File: src/rtl/uart_tx_frame_seq.sv
// UART transmit frame sequencer: start bit, DATA_WIDTH data bits (LSB first),
// optional parity, one or two stop bits. Bit periods end on BAUD_EN strobes.
module uart_tx_frame_seq #(
    parameter int unsigned DATA_WIDTH = 8
) (
    input  logic                  CLK,
    input  logic                  RST,
    input  logic                  BAUD_EN,
    input  logic [DATA_WIDTH-1:0] P_DATA,
    input  logic                  DATA_VALID,
    input  logic                  PAR_EN,
    input  logic                  PAR_TYP,
    input  logic                  STOP2,
    output logic                  TX_OUT,
    output logic                  BUSY
);

    localparam int unsigned           CNT_W    = $clog2(DATA_WIDTH + 1);
    localparam logic [CNT_W-1:0]      LAST_BIT = CNT_W'(DATA_WIDTH - 1);

    typedef enum logic [2:0] {
        S_IDLE,
        S_START,
        S_DATA,
        S_PARITY,
        S_STOP1,
        S_STOP2
    } state_t;

    state_t                  state_q, state_d;
    logic [DATA_WIDTH-1:0]   shift_q, shift_d;
    logic [CNT_W-1:0]        cnt_q, cnt_d;
    logic                    par_en_q, par_en_d;
    logic                    stop2_q, stop2_d;
    logic                    par_q, par_d;
    logic                    tx_q, tx_d;
    logic                    busy_q, busy_d;
    logic                    accept;
    logic                    frame_end;

    // State, datapath and registered line outputs.
    always_ff @(posedge CLK) begin
        if (RST) begin
            state_q  <= S_IDLE;
            shift_q  <= '0;
            cnt_q    <= '0;
            par_en_q <= 1'b0;
            stop2_q  <= 1'b0;
            par_q    <= 1'b0;
            tx_q     <= 1'b1;
            busy_q   <= 1'b0;
        end else begin
            state_q  <= state_d;
            shift_q  <= shift_d;
            cnt_q    <= cnt_d;
            par_en_q <= par_en_d;
            stop2_q  <= stop2_d;
            par_q    <= par_d;
            tx_q     <= tx_d;
            busy_q   <= busy_d;
        end
    end

    // Next-state, serializer and output selection from the upcoming state.
    always_comb begin
        state_d   = state_q;
        shift_d   = shift_q;
        cnt_d     = cnt_q;
        par_en_d  = par_en_q;
        stop2_d   = stop2_q;
        par_d     = par_q;
        accept    = 1'b0;
        frame_end = 1'b0;

        case (state_q)
            S_IDLE: begin
                if (DATA_VALID) accept = 1'b1;
            end
            S_START: begin
                if (BAUD_EN) begin
                    state_d = S_DATA;
                    cnt_d   = '0;
                end
            end
            S_DATA: begin
                if (BAUD_EN) begin
                    shift_d = shift_q >> 1;
                    if (cnt_q == LAST_BIT) begin
                        state_d = par_en_q ? S_PARITY : S_STOP1;
                    end else begin
                        cnt_d = cnt_q + CNT_W'(1);
                    end
                end
            end
            S_PARITY: begin
                if (BAUD_EN) state_d = S_STOP1;
            end
            S_STOP1: begin
                if (BAUD_EN) begin
                    if (stop2_q) state_d = S_STOP2;
                    else         frame_end = 1'b1;
                end
            end
            S_STOP2: begin
                if (BAUD_EN) frame_end = 1'b1;
            end
            default: state_d = S_IDLE;
        endcase

        if (frame_end) begin
            if (DATA_VALID) accept = 1'b1;
            else            state_d = S_IDLE;
        end

        // Parity is taken from the word at the moment it is latched, since the
        // shift register no longer holds the whole word once serializing starts.
        if (accept) begin
            state_d  = S_START;
            shift_d  = P_DATA;
            cnt_d    = '0;
            par_en_d = PAR_EN;
            stop2_d  = STOP2;
            par_d    = (^P_DATA) ^ PAR_TYP;
        end

        busy_d = (state_d != S_IDLE);

        case (state_d)
            S_IDLE:   tx_d = 1'b1;
            S_START:  tx_d = 1'b0;
            S_DATA:   tx_d = shift_d[0];
            S_PARITY: tx_d = par_d;
            S_STOP1:  tx_d = 1'b1;
            S_STOP2:  tx_d = 1'b1;
            default:  tx_d = 1'b1;
        endcase
    end

    assign TX_OUT = tx_q;
    assign BUSY   = busy_q;

endmodule

File: config.mk
export PLATFORM = sky130hd
export DESIGN_NAME = uart_tx_frame_seq
export DESIGN_NICKNAME = d
export VERILOG_FILES = /design/src/rtl/uart_tx_frame_seq.sv
export SDC_FILE = /design/constraint.sdc
export NUM_CORES = 1
export LEC_CHECK = 0
export BUFFER_PORTS_ARGS = -buffer_cell sky130_fd_sc_hd__buf_4
export CAP_MARGIN = 10
export CORE_MARGIN = 5
export CORE_UTILIZATION = 58
export DETAILED_ROUTE_END_ITERATION = 16
export GPL_TIMING_DRIVEN = 0
export HOLD_SLACK_MARGIN = 0.05
export PLACE_DENSITY = 0.92
export SLEW_MARGIN = 10
export SYNTH_ARGS = -nofsm -noshare
export SYNTH_HDL_FRONTEND = slang
export SYNTH_SLANG_ARGS = --single-unit
File: constraint.sdc
create_clock -name CLK -period 3.26 [get_ports CLK]
set_input_delay 0.652 -clock CLK [delete_from_list [all_inputs] [get_ports CLK]]
set_output_delay 0.652 -clock CLK [all_outputs]
set_load 0.1 [all_outputs]
==> results.yml <==
sta:
  tns_ns: 0
  maxSlewHeadroom_pct: 62.8
  fmax_ghz: 0.518
  skew_ns: 0.0131
  rsz0062_at_grt: "no"
  holdWs_ns: 0.485
  fin_crit_sh_pct: 59.2
  final.min_clock_period_ns: 1.93
  worstMarginPinSlew_ns: 0.558
  hold_viol: 0
  setup-violations-final: 0
  slew_violations: 0
synth:
  synthCells: 124
  synth_edf_count: 0
  synth_area_mm2: 0.00108
  avgSynthCellArea_um2: 8.70
  ys_warn_count: 0
  yosys-top-cells-count: "dfxtp_1, nor2_1, mux2i_1"
  ys_ff_latch: 20
  synth_top_area_share_pct: 37.1
  syn_nets: 140
  synth_top_area_cell: "dfxtp_1"
  ys_seq_area_share_pct: 37.1
  synth_flop_cell: "dfxtp_1"
  yosys-top-cells-area: "dfxtp_1, mux2i_1, nor2_1, a211oi_1, xnor2_1"
  synth.distinct_cells: 38
  async_flop_share_pct: 0
routing:
  drtPass1Iterations: 4
  drtIter0Drc: 10
  wl_per_cell_um: 14.0
  vias: 923
  wirelength_um: 2350
  vias_per_cell: 5.49
  drc: 0
  postRouteAntennaNets: 0
clocking:
  clkSinkCount: 20
  cts_setup_buffers: 0
  clock_latency_ns: 0.31
  htree_num_levels: 1
  clkTransAtPathRegs_ns: 0.12
  cts_hold_buf: 0
  numCtsBuffers: 3
  cts_max_path_buffers: 2
  cts_resized: 0
  tritoncts: "built"
  cts_root_buf: "clkbuf_4"
finish:
  layout-drive-gt1-share_pct: 20.3
  fin_nets: 160
  syn_to_final_growth_pct: 18.2
  final_cell_area_mm2: 0.00127
  diodes: 0
  final_core_utilization_pct: 73.0
global_route:
  antenna_found_initial: 0
  track_usage_pct: 19.7
  grt_pass1_wl_um: 3930
  grt_use_met1_pct: 22.5
  grtUsageMet3_pct: 4.23
  overflow: 0
  use_met2_pct: 34.5
  grt_max_degree: 13
  grt_pass1_vias: 914
  grt_busiest_layer: "met2"
critical_path:
  cp_slowest_stage_delay_ns: 0.40
  crit_path_top_delay_cell: "dfxtp_1"
  cp.arrival_ns: 2.18
  ff2ff_path_depth: 6
  crit_family: "simple AND/OR/NAND/NOR gates"
  reg2reg_from: "state_q[2]"
  reg2reg_to: "TX_OUT"
  cp.required_ns: 3.51
  critPathLaunchType: "flip-flop"
  critPathMaxFanout: 9
  r2r_setup_slack_ns: 1.33
  end_kind: "flip-flop"
  critPathKind: "reg2reg"
  worstPathCellList: "and4bb_1 -> buf_6 -> or3b_1 -> a32o_1 -> and2_4 -> o2111ai_2"
  path_buf_inv: 1
floorplan:
  rows: 15
  initial_core_util_pct: 61.8
  dieWidth_um: 53.1
  io-pin-count: 17
  die-area_mm2: 0.00282
  core_area_mm2: 0.00175
  die_y_um: 53.1
min_path:
  worstHoldStart: "cnt_q[1]"
  hold_path.class: "reg2reg"
  holdPathEnd: "cnt_q[1]"
  whs_path_depth: 2
placement:
  gp_routability_congestion: 0.796
  hpwlAfterDp_um: 1820
  port_buffers: 15
  placed_area_mm2: 0.00122
flow_run:
  maxCapViolations: 0
power:
  p_leak_uw: 0.000524
  power_density_mw_per_mm2: 504
  peakVddDrop_uv: 569
outcome:
  status: "completed"
==> logic make-up after synthesis <==
kind of cell               after synthesis  share of synthesized area [%]
AOI/OAI and AO/OA                       24                           15.7
xor gates and xnor gates                 7                           6.96
adders and majority gates                1                           1.16
buffers and inverters                   12                           5.22
DFF                                     20                           37.1
muxes                                   11                           10.3
and+or+nand+nor                         49                           23.5
==> worst max path at each step <==
stage / end / startpoint / slack (ns) / cells past startpoint
after floorplan: TX_OUT / BAUD_EN / 1.28 / 6
after global placement: TX_OUT / BAUD_EN / 1.06 / 7
after detailed placement: TX_OUT / BAUD_EN / 1.06 / 7
after CTS: TX_OUT / state_q[2] / 1.33 / 6
after global routing: TX_OUT / state_q[2] / 1.24 / 6
final: TX_OUT / state_q[2] / 1.33 / 6
==> tightest hold or removal path, stage by stage, from the launching register on <==
cell	delay (ns)
dfxtp_1	0.34
nand2_1	0.06
a21oi_1	0.05
==> cell type report <==
class                           count  area, um^2
Tap cell                           25        31.3
Fill cell                         140         470
Sequential cell                    20         400
Clock inverter                      1        30.0
Timing Repair Buffer               15         113
Multi-Input combinational cell     92         622
Buffer                              6        33.8
Clock buffer                        3        22.5
Inverter                            6        22.5
==> routing by layer <==
metal,share of wire (%),wire [um]
met5,0,0
met4,1.4,34
met3,3.8,90
met2,52,1210
met1,43,1020
==> stage by stage <==
stage	power (uW)	cells	setup WS (ns)
6_report	643	168	1.33
4_1_cts	647	168	1.33
3_5_place_dp	445	164	1.06
2_1_floorplan	401	124	1.28
3_3_place_gp	436	164	1.06
5_1_grt	671	168	1.24
==> power breakdown <==
part / total, uW / leakage (uW) / switching, uW / internal (uW)
clock: 203 / 0.0000279 / 78.4 / 124
sequential: 278 / 0.000164 / 12.8 / 266
combinational: 162 / 0.000332 / 91.8 / 70.1
==> state kept, by name, indices dropped and copies added, names as in the netlist <==
name and cells:
cnt_q 4, par_q 1, TX_OUT 1, shift_q 8, par_en_q 1, stop2_q 1
BUSY 1, state_q 3
==> placed cells by master, fill, tap and decap left out, types with 2 or more instances in the layout <==
master	count
mux2i_1	10
clkbuf_4	3
nand4_1	2
clkbuf_1	2
xnor2_1	5
a211oi_1	6
a21oi_1	7
or3_1	2
buf_4	16
o21ai_0	3
inv_1	6
buf_1	2
nor2b_1	3
and2b_2	2
nand2b_1	2
nand3b_1	2
nand2_1	9
nor2_1	20
dfxtp_1	20
No activity file was read; power rests on OpenSTA's default activity.
